`src/rtl/la_dump_uart_tx_if.sv`:
```
// Capture-FIFO read port: drain engine pulls one byte per fifo_ren, data valid the next clock.
// The engine never reads while fifo_empty is high; the FIFO side applies backpressure only via that flag.
interface la_dump_uart_tx_if;
    logic [7:0] fifo_rdata;
    logic       fifo_empty;
    logic       fifo_ren;

    modport master (output fifo_ren, input fifo_rdata, input fifo_empty);
    modport slave  (input fifo_ren, output fifo_rdata, output fifo_empty);
endinterface

```
`src/rtl/la_dump_uart_tx.sv`:
```
// Drains dump_len capture bytes and sends A5, len_hi, len_lo, data..., csum as UART 8N1 frames.
// Start bit one clock after dump_start; an empty FIFO stalls in FETCH with tx idle-high, no timeout.
module la_dump_uart_tx (
    input  logic                      clk,
    input  logic                      rst_n,
    input  logic [12:0]               uart_ctrl_tx,
    input  logic                      dump_start,
    input  logic [15:0]               dump_len,
    la_dump_uart_tx_if.master         fifo,
    output logic                      tx,
    output logic                      busy,
    output logic                      done
);
    typedef enum logic [3:0] {
        S_IDLE, S_HDR0, S_HDR1, S_HDR2, S_FETCH, S_WAIT, S_DATA, S_CSUM, S_FIN
    } state_t;

    state_t      state;
    state_t      state_nxt;
    logic [15:0] len_q;
    logic [15:0] rem;
    logic [12:0] div_q;
    logic [7:0]  csum;
    logic [9:0]  shreg;
    logic [12:0] baud;
    logic [3:0]  bit_idx;
    logic        active;
    logic        frame_end;
    logic        load;
    logic [7:0]  load_byte;

    // True during the final clock of a stop bit.
    assign frame_end = active && (baud == div_q) && (bit_idx == 4'd9);

    always_ff @(posedge clk or negedge rst_n) begin
        if (!rst_n) state <= S_IDLE;
        else        state <= state_nxt;
    end

    always_comb begin
        state_nxt = state;
        case (state)
            S_IDLE:  if (dump_start) state_nxt = S_HDR0;
            S_HDR0:  if (frame_end) state_nxt = S_HDR1;
            S_HDR1:  if (frame_end) state_nxt = S_HDR2;
            S_HDR2:  if (frame_end) state_nxt = (rem != 16'd0) ? S_FETCH : S_CSUM;
            S_FETCH: if (!fifo.fifo_empty) state_nxt = S_WAIT;
            S_WAIT:  state_nxt = S_DATA;
            S_DATA:  if (frame_end) state_nxt = (rem != 16'd0) ? S_FETCH : S_CSUM;
            S_CSUM:  if (frame_end) state_nxt = S_FIN;
            S_FIN:   state_nxt = S_IDLE;
            default: state_nxt = S_IDLE;
        endcase
    end

    // Frame loads coincide with state changes so the start bit appears with no gap.
    always_comb begin
        busy          = (state != S_IDLE) && (state != S_FIN);
        done          = (state == S_FIN);
        fifo.fifo_ren = (state == S_FETCH) && !fifo.fifo_empty;
        load          = 1'b0;
        load_byte     = 8'h00;
        case (state)
            S_IDLE: if (dump_start) begin
                load      = 1'b1;
                load_byte = 8'hA5;
            end
            S_HDR0: if (frame_end) begin
                load      = 1'b1;
                load_byte = len_q[15:8];
            end
            S_HDR1: if (frame_end) begin
                load      = 1'b1;
                load_byte = len_q[7:0];
            end
            S_HDR2, S_DATA: if (frame_end && (rem == 16'd0)) begin
                load      = 1'b1;
                load_byte = csum;
            end
            S_WAIT: begin
                load      = 1'b1;
                load_byte = fifo.fifo_rdata;
            end
            default: ;
        endcase
    end

    always_ff @(posedge clk or negedge rst_n) begin
        if (!rst_n) begin
            len_q <= 16'd0;
            rem   <= 16'd0;
            div_q <= 13'd0;
            csum  <= 8'd0;
        end else if ((state == S_IDLE) && dump_start) begin
            len_q <= dump_len;
            rem   <= dump_len;
            div_q <= uart_ctrl_tx;
            csum  <= 8'd0;
        end else if (state == S_WAIT) begin
            rem   <= rem - 16'd1;
            csum  <= csum + fifo.fifo_rdata;
        end
    end

    // Shifting in ones leaves the register all-high after the stop bit, so tx idles high.
    always_ff @(posedge clk or negedge rst_n) begin
        if (!rst_n) begin
            shreg   <= '1;
            baud    <= 13'd0;
            bit_idx <= 4'd0;
            active  <= 1'b0;
        end else if (load) begin
            shreg   <= {1'b1, load_byte, 1'b0};
            baud    <= 13'd0;
            bit_idx <= 4'd0;
            active  <= 1'b1;
        end else if (active) begin
            if (baud == div_q) begin
                baud  <= 13'd0;
                shreg <= {1'b1, shreg[9:1]};
                if (bit_idx == 4'd9) begin
                    bit_idx <= 4'd0;
                    active  <= 1'b0;
                end else begin
                    bit_idx <= bit_idx + 4'd1;
                end
            end else begin
                baud <= baud + 13'd1;
            end
        end
    end

    assign tx = shreg[0];
endmodule

```
`src/flat_wrapper.sv`:
```
// flat-port wrapper written by rule: the top's interface ports become plain ports
module la_dump_uart_tx_flat 
  (clk, rst_n, uart_ctrl_tx, dump_start, dump_len, tx, busy, done, fifo_fifo_ren, fifo_fifo_rdata, fifo_fifo_empty);
  la_dump_uart_tx_if fifo_i ();
  input  logic clk;
  input  logic rst_n;
  input  logic [12:0] uart_ctrl_tx;
  input  logic dump_start;
  input  logic [15:0] dump_len;
  output logic tx;
  output logic busy;
  output logic done;
  output wire logic [$bits(fifo_i.fifo_ren)-1:0] fifo_fifo_ren;
  input wire logic [$bits(fifo_i.fifo_rdata)-1:0] fifo_fifo_rdata;
  input wire logic [$bits(fifo_i.fifo_empty)-1:0] fifo_fifo_empty;
  assign fifo_fifo_ren = fifo_i.fifo_ren;
  assign fifo_i.fifo_rdata = fifo_fifo_rdata;
  assign fifo_i.fifo_empty = fifo_fifo_empty;
  la_dump_uart_tx u_core (.clk(clk), .rst_n(rst_n), .uart_ctrl_tx(uart_ctrl_tx), .dump_start(dump_start), .dump_len(dump_len), .fifo(fifo_i), .tx(tx), .busy(busy), .done(done));
endmodule
```
`config.mk`:
```
export PLATFORM = sky130hd
export DESIGN_NAME = la_dump_uart_tx_flat
export DESIGN_NICKNAME = d
export VERILOG_FILES = /design/src/rtl/la_dump_uart_tx_if.sv /design/src/rtl/la_dump_uart_tx.sv /design/src/flat_wrapper.sv
export SDC_FILE = /design/constraint.sdc
export NUM_CORES = 1
export LEC_CHECK = 0
export CAP_MARGIN = 15
export CELL_PAD_IN_SITES_DETAIL_PLACEMENT = 1
export CELL_PAD_IN_SITES_GLOBAL_PLACEMENT = 1
export CORE_ASPECT_RATIO = 0.7
export CORE_MARGIN = 2
export CORE_UTILIZATION = 30
export DETAILED_ROUTE_END_ITERATION = 7
export PLACE_DENSITY = 0.67
export SLEW_MARGIN = 5
export SYNTH_ARGS = -nofsm -noshare
export SYNTH_HDL_FRONTEND = slang
export SYNTH_SLANG_ARGS = --single-unit
```
`constraint.sdc`:
```
create_clock -name clk -period 2.99 [get_ports clk]
set_clock_uncertainty 0.05 [all_clocks]
set_input_delay 0.7475 -clock clk [delete_from_list [all_inputs] [get_ports clk]]
set_output_delay 0.7475 -clock clk [all_outputs]
set_load 0.1 [all_outputs]
```
==> qor.csv <==
stage,metric,value,unit
placed_design,placer congestion estimate,0.842,
synth,Compound-Gate Fraction of Synth Area,0.166,
synth,multiplexer share of the synthesized area,0.00215,
synth,Post-Synth Adder-Cell Area,0.0366,
synth,Post-Synthesis Net Count,582,
synth,leading post-synthesis cells by cell area,"dfrtp_1 (40%), nand2_1 (9.4%), dfstp_2 (5.1%)",
timing,setup TNS,0,ns
synth,Yosys top cell area share,0.404,
timing,Worst-Margin Slew,0.653,ns
clock_tree,Clock Latency Late Sink,0.34,ns
global_route,total gr overflow,0,
power_and_ir_drop,PwrDens,667,nW/um^2
timing,Worst slew margin,0.564,
global_route,vias in the first global route,4319,
layout,ANT cells,0,
timing,fin worst setup slack,0.186,ns
route,DR vias,4109,
worst_setup_path,R2R depth,6,
route,DR pass1 iterations,4,
layout,most frequent cells in the layout,"nand2_1 (117), dfrtp_1 (75), clkdlybuf4s50_1 (39), a21oi_1 (33), nor2_1 (31)",
synth,Synth Area per Inst,8.81,sq um
global_route,Tot GR Track Use,0.176,
clock_tree,Sinks on Clock Net,84,
timing,fmax,0.357,GHz
die,Die H,108,um
clock_tree,cts hold-fix bufs,0,
clock_tree,TritonCTS clock tree,done,
worst_setup_path,Startpoint Class,input port,
outcome,status,finished clean,
worst_setup_path,crit path kind,input port to flip-flop,
route,Via-to-Cell Ratio,5.23,
placed_design,port bufs,44,
timing,Final Slew Violations,0,
layout,"most common cell after layout, fill and taps aside",nand2_1,
global_route,initial antenna violation count,0,
global_route,first-pass GRT wire length,23100,um
synth,post-synthesis cell count,528,
power_and_ir_drop,Lkg Pwr,0.00250,uW
die,Initial Util,0.304,
route,Post-Route M1 WL,6990,um
layout,fin area,5760,sq um
route,DRC violations left,0,
route,antenna-violating nets left,0,
route,DRT iter0 DRCs,316,
flow_run,max_cap viols,0,
synth,XOR/XNOR share of the synthesized area,0.0471,
route,DR WL met2,6120,um
hold_path,Hold WC Path Type,input port to asynchronous set/reset pin,
power_and_ir_drop,Tot Pwr,3840,uW
synth,"EDFF count, synth",0,
placed_design,Post-DP HPWL,10300,um
worst_setup_path,reg2reg setup slack,0.40,ns
worst_setup_path,reg2reg end,u_core.shreg[4]$_DFFE_PN1P_,
layout,final net count,634,
synth,main combinational cell family by area after synthesis,simple AND/OR/NAND/NOR gates,
clock_tree,CTS root buffer,clkbuf_16,
route,met3 WL,697,um
synth,Simple-Gate Fraction of Synth Area,0.251,
synth,largest area contributor in the netlist,dfrtp_1,
layout,fraction of layout cells with a size suffix above 1,0.111,
route,final wirelength,13900,um
worst_setup_path,crit-path max FO,2,
clock_tree,worst-case clock buffer depth,2,
route,DR top layer,met4,
placed_design,Placement Setup Slack,-0.136,ns
die,Core Region,15300,sq um
worst_setup_path,crit path DAT,2.97,ns
global_route,largest net degree at the start of global routing,64,
die,Rows,38,
clock_tree,H-tree Lvls,3,
timing,Finish-stage setup viols,0,
synth,sequential area share after synthesis,0.455,
worst_setup_path,Worst setup EP type,flip-flop,
timing,fin crit period,2.80,ns
worst_setup_path,Worst R2R Start,u_core.baud[11]$_DFFE_PN0P_,
die,# IOs,45,
synth,#FFs+latches synth,84,
timing,fin crit share,0.938,
worst_setup_path,Worst EP required,3.16,ns
synth,ys async rst share,1.00,
timing,RSZ-0062 raised after global routing,no,
layout,layout overhead on the synthesized area,23.8,%
power_and_ir_drop,Peak VDD IR,0.000273,V
clock_tree,Post-CTS Resized,0,
placed_design,placed instance area,5450,sq um
clock_tree,Clock Pin Slew Worst Setup and Hold Paths,0.07,ns
synth,ys flop type,dfrtp_1,
synth,distinct cell type count after synthesis,64,
die,chip width,153,um
die,die footprint,16500,sq um
synth,synth warn,0,
clock_tree,setup bufs post-CTS,0,
clock_tree,Num CTS Buffers,9,
route,wire per inst,17.7,um
synth,Post-Synthesis Cell Area,4650,sq um
timing,final-report hold violation count,0,
-- routing by layer --
layer / global-route usage / vias up
li1: - / 1950
met1: 0.253 / 2066
met2: 0.272 / 88
met3: 0.0433 / 5
met4: 0.0331 / 0
met5: 0 / -
-- Yosys cell counts (3+ instances only) --
library cell  instances
a22oi_1               9
and3_1                5
dfstp_2               9
and2_1                6
or3_1                 4
nor3b_1               3
nand3_1              23
nand4_1               7
a21oi_1              33
o2bb2ai_1             5
dfrtp_1              75
xnor2_1              18
clkbuf_1             14
inv_1                18
nand2b_1              7
ha_1                 12
o21a_1                4
nor2_1               31
o211a_1               4
nand2_1             117
nor2b_1               6
o21ai_1               3
xor2_1                7
o21ai_0              24
o211ai_1              7
buf_2                12
nor3_1               13
nor4_1                5
a222oi_1              5
-- cells by family after synthesis --
logic type | after synthesis
AND/OR/NAND/NOR | 243
AO/OA/AOI/OAI | 116
flip-flops | 84
buffers and inverters | 46
XOR/XNOR | 25
adder cells (fa/ha/maj) | 13
multiplexers | 1
-- final cells by class --
type                    count  area [sq um]
well taps                 200           250
clock inverters             6          71.3
flip-flops and latches     84          2110
multi-input cells         398          2360
clock buffers              10           239
inverters                  18          67.6
repair buffers             69           653
fillers                  1784          9550
-- registers in the layout, summed over array words and instances, names as in the netlist, 4 cells and up --
name            flops
u_core.len_q       16
u_core.rem         16
u_core.baud        13
u_core.div_q       13
u_core.shreg        9
u_core.csum         8
u_core.bit_idx      4
u_core.state        4
-- critical path: stages --
cell	delay, ns
clkdlybuf4s50_1	0.44
ha_1	0.31
a21oi_1	0.19
o211ai_1	0.14
a2111oi_0	0.38
buf_4	0.18
o21bai_1	0.08
nor4b_1	0.15
a311o_1	0.33
-- how the worst max path moves through the flow --
stage          slack (ns)  cells past startpoint                          to               start
6_report             0.19                      9  u_core.csum[7]$_DFFE_PN0P_  fifo_fifo_rdata[1]
3_5_place_dp        -0.14                      9  u_core.csum[7]$_DFFE_PN0P_  fifo_fifo_rdata[1]
3_3_place_gp        -0.08                      9  u_core.csum[7]$_DFFE_PN0P_  fifo_fifo_rdata[1]
5_1_grt             0.003                      9  u_core.csum[7]$_DFFE_PN0P_  fifo_fifo_rdata[1]
2_1_floorplan        0.41                      1               fifo_fifo_ren     fifo_fifo_empty
4_1_cts              0.22                      9  u_core.csum[7]$_DFFE_PN0P_  fifo_fifo_rdata[1]
-- stage by stage --
| step | utilization | hold slack [ns] | instances |
|---|---|---|---|
| 2_1_floorplan | - | 0.396 | 528 |
| 3_3_place_gp | 0.356 | 0.405 | 769 |
| 3_5_place_dp | 0.356 | 0.409 | 769 |
| 4_1_cts | 0.376 | 0.250 | 785 |
| 5_1_grt | 0.376 | 0.260 | 785 |
| 6_report | 0.376 | 0.248 | 785 |
-- report_power, final --
group	internal [uW]	leakage, uW	switching [uW]
clock network	678	0.000146	485
logic	438	0.00137	471
registers	1460	0.000984	302
total	2580	0.00250	1260
Note: power is estimated with default switching activity, not from simulation.
